**config.mk**
```make
export PLATFORM = sky130hd
export DESIGN_NAME = divisor_mantiza
export DESIGN_NICKNAME = d
export VERILOG_FILES = /design/src/rtl/divisor_mantiza_pkg.sv /design/src/rtl/etapa_resta_restauradora.sv /design/src/rtl/divisor_mantiza.sv
export SDC_FILE = /design/constraint.sdc
export NUM_CORES = 1
export LEC_CHECK = 0
export CAP_MARGIN = 5
export CELL_PAD_IN_SITES_DETAIL_PLACEMENT = 1
export CELL_PAD_IN_SITES_GLOBAL_PLACEMENT = 1
export CORE_ASPECT_RATIO = 1.75
export CORE_MARGIN = 2
export CORE_UTILIZATION = 30
export CTS_CLUSTER_DIAMETER = 120
export DETAILED_ROUTE_END_ITERATION = 7
export PLACE_DENSITY = 0.7
export SYNTH_ARGS = -nofsm -noshare
export SYNTH_HDL_FRONTEND = slang
export SYNTH_HIERARCHICAL = 1
export SYNTH_SLANG_ARGS = --single-unit
```
**constraint.sdc**
```tcl
create_clock -name i_clock -period 6 [get_ports i_clock]
set_clock_uncertainty 0.15 [all_clocks]
set_input_delay 0.6 -clock i_clock [delete_from_list [all_inputs] [get_ports i_clock]]
set_output_delay 0.6 -clock i_clock [all_outputs]
set_load 0.01 [all_outputs]
```
**src/rtl/divisor_mantiza_pkg.sv**
```systemverilog
// rtl/divisor_mantiza_pkg.sv - shared widths and FSM encoding for the mantissa divider
package divisor_mantiza_pkg;

    localparam int N_MANTIZA_PKG  = 8;
    localparam int ANCHO_COCIENTE = N_MANTIZA_PKG + 2;
    localparam int ANCHO_RESTO    = N_MANTIZA_PKG + 2;
    localparam int ANCHO_CUENTA   = $clog2(ANCHO_COCIENTE);

    typedef enum logic [1:0] {
        IDLE = 2'd0,
        CALC = 2'd1,
        DONE = 2'd2
    } estado_t;

endpackage

```
**src/rtl/etapa_resta_restauradora.sv**
```systemverilog
// rtl/etapa_resta_restauradora.sv - one combinational restoring-division step
module etapa_resta_restauradora #(
    parameter int ANCHO = 10
) (
    input  logic [ANCHO-2:0] i_resto,
    input  logic             i_bit,
    input  logic [ANCHO-2:0] i_divisor,
    output logic [ANCHO-2:0] o_resto,
    output logic             o_bit_cociente
);

    logic [ANCHO-1:0] w_desplazado;
    logic [ANCHO-2:0] w_resta;

    // The incoming remainder is always below the divisor, so the shifted value
    // needs one extra bit for the compare, while the difference (again below
    // the divisor) fits in the narrower width.
    always_comb begin
        w_desplazado   = {i_resto, i_bit};
        w_resta        = w_desplazado[ANCHO-2:0] - i_divisor;
        o_bit_cociente = (w_desplazado >= {1'b0, i_divisor});
        o_resto        = o_bit_cociente ? w_resta : w_desplazado[ANCHO-2:0];
    end

endmodule

```
**src/rtl/divisor_mantiza.sv**
```systemverilog
// rtl/divisor_mantiza.sv - iterative (1.m1)/(1.m2) mantissa divider; option DIVISOR_MANTIZA_INEXACTO_EN adds o_inexacto
module divisor_mantiza
    import divisor_mantiza_pkg::*;
#(
    parameter int N_MANTIZA = N_MANTIZA_PKG
) (
    input  logic                 i_clock,
    input  logic                 i_reset_n,
    input  logic                 i_start,
    input  logic [N_MANTIZA-1:0] i_mantiza_1,
    input  logic [N_MANTIZA-1:0] i_mantiza_2,
    output logic                 o_ready,
    output logic                 o_valid,
    output logic [N_MANTIZA-1:0] o_mantiza,
    output logic                 o_aviso_exponente
`ifdef DIVISOR_MANTIZA_INEXACTO_EN
    ,
    output logic                 o_inexacto
`endif
);

    localparam logic [ANCHO_CUENTA-1:0] ULTIMA_CUENTA = ANCHO_CUENTA'(ANCHO_COCIENTE - 1);

    estado_t                    r_estado;
    estado_t                    w_estado_sig;
    logic [N_MANTIZA-1:0]       r_dividendo_alto;
    logic [N_MANTIZA:0]         r_divisor;
    logic [ANCHO_RESTO-2:0]     r_resto;
    logic [ANCHO_RESTO-1:0]     r_numerador;
    logic [ANCHO_COCIENTE-2:0]  r_cociente;
    logic [ANCHO_CUENTA-1:0]    r_cuenta;

    logic [ANCHO_RESTO-2:0]     w_resto_actual;
    logic [ANCHO_RESTO-2:0]     w_resto_sig;
    logic                       w_bit_q;
    logic [ANCHO_COCIENTE-1:0]  w_cociente;
    logic                       w_ultima;

    // The leading N numerator bits are below the divisor, so their all-zero
    // quotient steps are folded into the first step by seeding the remainder
    // with them; the remaining N+2 steps each emit one real quotient bit.
    always_comb begin
        w_resto_actual = (r_cuenta == '0) ? {1'b0, r_dividendo_alto} : r_resto;
        w_cociente     = {r_cociente, w_bit_q};
        w_ultima       = (r_cuenta == ULTIMA_CUENTA);
    end

    etapa_resta_restauradora #(
        .ANCHO (ANCHO_RESTO)
    ) u_etapa (
        .i_resto        (w_resto_actual),
        .i_bit          (r_numerador[ANCHO_RESTO-1]),
        .i_divisor      (r_divisor),
        .o_resto        (w_resto_sig),
        .o_bit_cociente (w_bit_q)
    );

    // State register
    always_ff @(posedge i_clock or negedge i_reset_n) begin
        if (!i_reset_n) begin
            r_estado <= IDLE;
        end else begin
            r_estado <= w_estado_sig;
        end
    end

    // Next-state and handshake outputs
    always_comb begin
        w_estado_sig = r_estado;
        o_ready      = 1'b0;
        o_valid      = 1'b0;
        case (r_estado)
            IDLE: begin
                o_ready = 1'b1;
                if (i_start) begin
                    w_estado_sig = CALC;
                end
            end
            CALC: begin
                if (w_ultima) begin
                    w_estado_sig = DONE;
                end
            end
            DONE: begin
                o_valid      = 1'b1;
                w_estado_sig = IDLE;
            end
            default: begin
                w_estado_sig = IDLE;
            end
        endcase
    end

    // Operand latch, iteration registers and normalized result
    always_ff @(posedge i_clock or negedge i_reset_n) begin
        if (!i_reset_n) begin
            r_dividendo_alto  <= '0;
            r_divisor         <= '0;
            r_resto           <= '0;
            r_numerador       <= '0;
            r_cociente        <= '0;
            r_cuenta          <= '0;
            o_mantiza         <= '0;
            o_aviso_exponente <= 1'b0;
`ifdef DIVISOR_MANTIZA_INEXACTO_EN
            o_inexacto        <= 1'b0;
`endif
        end else begin
            case (r_estado)
                IDLE: begin
                    if (i_start) begin
                        r_dividendo_alto <= {1'b1, i_mantiza_1[N_MANTIZA-1:1]};
                        r_divisor        <= {1'b1, i_mantiza_2};
                        r_numerador      <= {i_mantiza_1[0], {(ANCHO_RESTO-1){1'b0}}};
                        r_resto          <= '0;
                        r_cociente       <= '0;
                        r_cuenta         <= '0;
                    end
                end
                CALC: begin
                    r_resto     <= w_resto_sig;
                    r_cociente  <= w_cociente[ANCHO_COCIENTE-2:0];
                    r_numerador <= r_numerador << 1;
                    r_cuenta    <= r_cuenta + 1'b1;
                    if (w_ultima) begin
                        if (w_cociente[ANCHO_COCIENTE-1]) begin
                            o_mantiza         <= w_cociente[ANCHO_COCIENTE-2:1];
                            o_aviso_exponente <= 1'b0;
                        end else begin
                            o_mantiza         <= w_cociente[ANCHO_COCIENTE-3:0];
                            o_aviso_exponente <= 1'b1;
                        end
`ifdef DIVISOR_MANTIZA_INEXACTO_EN
                        o_inexacto <= (w_resto_sig != '0) ||
                                      (w_cociente[ANCHO_COCIENTE-1] && w_cociente[0]);
`endif
                    end
                end
                default: begin
                end
            endcase
        end
    end

endmodule
```
==> run_results.csv <==
group,metric,value,unit
worst_setup_path,critPathLaunchType,"flip-flop",
yosys,ys.flop_type,"dfrtp_1",
finish,fin_util,36.3,%
power,p_seq_share,26.2,%
clock_tree,cts-root-buf,"clkbuf_16",
yosys,synthAdderAreaFrac,5.94,%
finish,multi_input_area,1490,µm²
worst_setup_path,crit_start,"r_cuenta[0]",
global_routing,grt_max_degree,51,
yosys,synth_top_family_by_area,"simple AND/OR/NAND/NOR gates",
yosys,synth-xor-area-share,1.22,%
timing,setup_tns,0,ns
clock_tree,clock_path_buffers,2,
drt,wl_per_cell,15.6,µm
clock_tree,cts_made_buffers,5,
floorplanning,placementRows,47,
yosys,synth-seq-cells,50,
drt,route.met3.wl,106,µm
yosys,ys_types,49,
yosys,yosysSeqAreaShare,43.7,%
yosys,synth_nets,334,
yosys,yosysWarnings,6,
timing,period_minus_slack,4.03,ns
drt,wl_met2,3900,µm
floorplanning,die-width,77.9,µm
worst_setup_path,worstPathRequired,6.03,ns
timing,hold_viol_final,0,
clock_tree,postCtsSetupBuffers,0,
power,internal-power,1280,µW
power,leakagePower,0.00160,µW
yosys,yosys.area_share.simple,22.0,%
finish,seq_area,1250,µm²
clock_tree,clock-sinks,50,
finish,nets,359,
worst_setup_path,critPathKind,"reg2reg",
power,vdd_drop_max,0.291,mV
floorplanning,initial_core_util,30.6,%
power,pwr-share-clk,11.7,%
floorplanning,fp.dieH,133,µm
drt,drtIter0Drc,119,
clock_tree,cts.clk_slew.worst_paths,0.06,ns
drt,viasPerCell,4.99,
drt,wl_met1,2820,µm
timing,hold_ws,0.267,ns
clock_tree,ctsHoldBuffers,0,
drt,dr.pass1.iters,5,
yosys,synth-edff-count,0,
yosys,synth-compound-area-share,9.87,%
yosys,synth_cells,302,
power,switching_power,1020,µW
drt,drc,0,
power,swShare,44.4,%
finish,num_antenna_cells,0,
worst_setup_path,critPathCaptureType,"flip-flop",
finish,area_delta_synth_final,18.5,%
global_routing,grt_pass1_vias,2409,
global_routing,antenna_found_initial,0,
status,status,"finished, final reports clean",
worst_setup_path,arrival,4.06,ns
yosys,netlist_area,2860,µm²
floorplanning,coreArea,9350,µm²
worst_setup_path,cp_max_fo,9,
floorplanning,io_pins,30,
drt,routed_wl,7020,µm
floorplanning,die_area,10400,µm²
timing,tightest_slew,0.936,ns
min_path,hold_class,"in2async",
drt,top_layer,"met4",
worst_setup_path,reg2reg_from,"r_cuenta[0]",
place,routabilityCongestion,0.891,
yosys,syn_area_per_cell,9.48,µm²
timing,slew_headroom,37.3,%
power,p_per_area,679,nW/µm²
place,portBuffers,29,
clock_tree,cts_resized,0,
clock_tree,h-tree-depth,2,
place,dpl.hpwl,5140,µm
clock_tree,clk_latency,0.29,ns
global_routing,grt_pass1_wl,11800,µm
timing,fmax,248,MHz
timing,fin_crit_sh,67.2,%
finish,drive_gt1_share,15.0,%
timing,setup_viol,0,
run,maxCapViolCount,0,
drt,vias,2239,
global_routing,grt.overflow.total,0,
yosys,synthMuxAreaShare,12.8,%
clock_tree,cts_tree,"built",
timing,slew_viol_final,0,
global_routing,grt_use_total,14.6,%
yosys,ys_async_sr_fraction,100,%
finish,num-fill-cells,1090,
drt,antenna_left,0,
power,combinationalPowerShare,62.1,%
timing,rsz0062_at_grt,"no",
-- synthesized netlist by cell type (2+ instances only) --
master,instances,area share [%]
a2111oi_0,2,0.61
a211o_1,2,0.61
a211oi_1,2,0.52
a21o_1,3,0.79
a21oi_1,6,1.0
buf_2,5,0.87
clkbuf_1,8,1.0
dfrtp_1,50,44
ha_1,12,5.2
inv_1,15,2.0
mux2_2,24,9.4
mux2_4,3,1.6
mux2i_1,4,1.4
nand2_1,91,12
nand2b_1,4,0.87
nand3_1,22,3.8
nand4_1,2,0.44
nor2_1,4,0.52
nor2b_1,3,0.66
nor3b_2,2,0.87
o211ai_1,4,1.0
o21ai_0,3,0.52
o31ai_1,3,0.79
xnor2_1,2,0.61
xor2_1,2,0.61
-- layout make-up --
type / instances / share of cell area [%]
Clock buffer: 7 / 3.91
Inverter: 16 / 1.84
Multi-Input combinational cell: 222 / 43.8
Sequential cell: 50 / 36.9
Tap cell: 122 / 4.50
Timing Repair Buffer: 32 / 9.07
-- metrics by stage --
stage | cells | power [µW] | instance area (µm²) | worst slack [ns]
6_report | 449 | 2310 | 3390 | 1.97
2_1_floorplan | 302 | 1680 | 2860 | 2.40
5_1_grt | 449 | 2510 | 3390 | 1.74
3_3_place_gp | 442 | 2000 | 3260 | 2.07
4_1_cts | 449 | 2330 | 3390 | 1.93
3_5_place_dp | 442 | 2050 | 3260 | 1.94
-- critical path, cell delays in order, from the launching register on --
cell and delay (ns):
dfrtp_1 0.43, inv_1 0.09, ha_1 0.14, nor3b_2 0.60, mux2_2 0.45, fa_1 0.49, a211oi_2 0.35, o21ai_2 0.15
a211oi_4 0.41, inv_4 0.12, mux2_2 0.27, mux2_2 0.26
-- power groups by stage --
stage          logic (µW)  clock network [µW]  registers (µW)
3_3_place_gp         1400                   0             603
2_1_floorplan        1100                   0             582
5_1_grt              1600                 291             627
6_report             1430                 270             603
4_1_cts              1450                 280             607
3_5_place_dp         1440                   0             612
-- cells by family after synthesis --
kind of cell	Yosys count
xor gates and xnor gates	4
DFF	50
muxes	32
AOI/OAI and AO/OA	36
and+or+nand+nor	137
adders and majority gates	13
buffers and inverters	30
-- sequential cells by signal, indices dropped and copies added (netlist names) --
register	count
o_aviso_exponente	1
o_mantiza	8
r_cociente	9
r_cuenta	4
r_dividendo_alto	7
r_divisor	9
r_estado	2
r_numerador	1
r_resto	9
-- metal layers --
layer  GRT usage [%]  vias up
met2            27.7       32
met1            15.6     1122
met5               0        -
met3            1.63       11
li1                -     1074
met4            6.85        0
-- worst paths after layout --
kind	endpoint	slack (ns)	depth (start not counted)
hold reg to reg	r_dividendo_alto[4]	0.33	2
setup reg to reg	o_mantiza[0]	1.97	11
hold / removal	r_cuenta[3]	0.27	2
min in group i_clock	r_dividendo_alto[4]	0.33	2
max in group asynchronous	o_mantiza[6]	4.99	2
setup / recovery	o_mantiza[0]	1.97	11
-- placed cells by master, fill, tap and decap left out, types with 4 or more instances in the layout --
| cell | Yosys | final |
|---|---|---|
| nand2_1 | 91 | 91 |
| dfrtp_1 | 50 | 50 |
| clkdlybuf4s50_1 | 0 | 28 |
| mux2_2 | 24 | 24 |
| nand3_1 | 22 | 22 |
| inv_1 | 15 | 15 |
| ha_1 | 12 | 12 |
| a21oi_1 | 6 | 6 |
| clkbuf_16 | 0 | 5 |
| nor2_1 | 4 | 4 |
| nand2b_1 | 4 | 4 |
| mux2i_1 | 4 | 4 |
| o211ai_1 | 4 | 4 |
No activity file was read; power rests on OpenSTA's default activity.
==> RTL change: new RTL, same settings <==
Change the package constant `N_MANTIZA_PKG` from 8 to 16.
--- a/src/rtl/divisor_mantiza_pkg.sv
+++ b/src/rtl/divisor_mantiza_pkg.sv
@@ -3,3 +3,3 @@
 
-    localparam int N_MANTIZA_PKG  = 8;
+    localparam int N_MANTIZA_PKG  = 16;
     localparam int ANCHO_COCIENTE = N_MANTIZA_PKG + 2;
Interface: changed (resized i_mantiza_1, i_mantiza_2 and o_mantiza); port bits go from 30 to 54. No check against the original RTL was run, so the function may have changed too.
==> RTL change against the original RTL <==
Maximum frequency is 2.6% higher. Final area is 81% higher. Power is 86% higher. Wire length is 86% higher. Sequential cell count is 41 higher. Clock power is 110% higher. Area after synthesis is 80% higher. Die area is 77% higher. Sequential power is 87% higher. Via count is 82% higher. Worst setup slack better by 100 ps. Largest cell class unchanged.
==> RTL change: results (changes against the original RTL) <==
The max-slew headroom at the worst pin was 0.389 (+0.0159). The tools report the highest ir drop seen on vdd as 0.000213 V (-27%). By count the netlist is led by nand2_1 (177), dfrtp_1 (91), nand3_1 (43). Count of nets after finishing: 663 (+85%). The static power due to leakage is 2.89 nW (+81%). The logs give 625 (+87%) for the number of nets produced by synthesis and 9.31 mm (+81%) for the half-perimeter wire length of the detailed placement result.

The tools report the pin count of the biggest net entering global routing as 73 (+43%). The cell depth of the worst flop-to-flop path is 15 (+4), and the share of cells above drive strength 1 is 0.109 (-0.0404). The wire length of the first global-routing pass was 22.1 mm (+86%). Sorting the synthesized cells by area gives the leading types as dfrtp_1 (44%), nand2_1 (13%), ha_1 (4.8%). The total wirelength of the detailed-routed design is 13.1 mm (+86%). The largest fanout on the critical path works out to 17 (+8). The detail-routed via count per cell works out to 4.85 (-2.7%).

The run finished with clean final reports. The number of CTS-inserted buffers is 9 (+4). The tools report the via count of the first global-routing pass as 4403 (+83%). On the critical path, the stage with the largest delay is an instance of dfrtp_1. The clock period minus worst slack came out at 3930 ps (-104 ps). The final weighted congestion in routability-driven placement is 0.833 (-6.5%). The per-cell routed wire length is 15.6 um (-0.36%), and the count of input and output buffers is 53 (+83%).

Critical path endpoint category: a register. Kind of cell with the highest combined delay on the critical path: compound AO/OA/AOI/OAI gates. The instance area at placement came out at 5860 um^2 (+80%). The worst setup path startpoint is r_cuenta[1]. The synthesized area divided by synthesized cell count works out to 9.08 um^2 (-4.3%). Peak per-stage delay on the critical path: 400 ps (-200 ps). The run gives 141 (+18%) as the violation count after the first detailed-routing iteration. The largest registers in the layout are r_cociente: 17 flops, r_divisor: 17 flops, r_resto: 17 flops. The H-tree depth reported by CTS is 3 (+1), and the number of library cell types mapped by synthesis is 55 (+12%). The endpoint identified for the worst register-to-register timing path is r_resto[9]. The tools report the total placed cells including tap cells as 823 (+86%). The final-report max-slew violation count came out at 0 (unchanged).

The share of synthesized area occupied by flip-flops and latches came out at 0.441 (+0.00413). For the clock latency on the worst-skew pair, the log shows 360 ps (+70 ps). The flop-to-flop setup slack was 2070 ps (+100 ps); the overall global routing resource usage was 0.156 (+0.0100).

For the iteration count of the initial detailed-routing pass, the log shows 4 (-1).
RTL change: metal layers:
metal / vias up / GRT usage / part of all wire
met3: 23 / 0.0221 / 0.019
met4: 0 / 0.0751 / 0.031
li1: 1991 / - / -
met5: - / 0 / 0
met2: 53 / 0.284 / 0.56
met1: 2004 / 0.172 / 0.39
RTL change: cells by family after synthesis:
group                    synth area share
AO/OA/AOI/OAI                       0.110
XOR/XNOR                           0.0187
adder cells (fa/ha/maj)            0.0523
buffers and inverters              0.0545
flip-flops                          0.441
multiplexers                        0.103
AND/OR/NAND/NOR                     0.221
RTL change: where the power goes:
part / internal (mW) / total, mW / switching (mW)
combinational: 1.16 / 2.59 / 1.43
clock: 0.301 / 0.565 / 0.264
sequential: 0.912 / 1.13 / 0.216
total: 2.38 / 4.28 / 1.91
RTL change: worst register-to-register path: cells and delay by family, from the launching register on:
family,cells,cell delay (ps)
mux,2,700
compound gates,4,890
fa+ha+maj,2,510
simple gates,4,650
flops,1,400
buf+inv,3,510
RTL change: worst min-delay path by stage:
stage / start / endpoint / slack, ps / cells after the start
after detailed placement: r_dividendo_alto[6] / r_dividendo_alto[6] / 310 / 2
after floorplan: i_reset_n / o_aviso_exponente / 150 / 0
after global routing: i_reset_n / r_divisor[13] / 60 / 1
final: i_reset_n / r_divisor[13] / 30 / 1
after CTS: i_reset_n / r_divisor[13] / 40 / 1
after global placement: r_divisor[14] / r_divisor[14] / 310 / 2
RTL change: area by class of cell:
| class | instances | area, um^2 |
|---|---|---|
| Clock buffer | 10 | 239 |
| Clock inverter | 6 | 55.1 |
| Fill cell | 2019 | 10700 |
| Inverter | 27 | 114 |
| Multi-Input combinational cell | 420 | 2620 |
| Sequential cell | 91 | 2280 |
| Tap cell | 227 | 284 |
| Timing Repair Buffer | 58 | 566 |
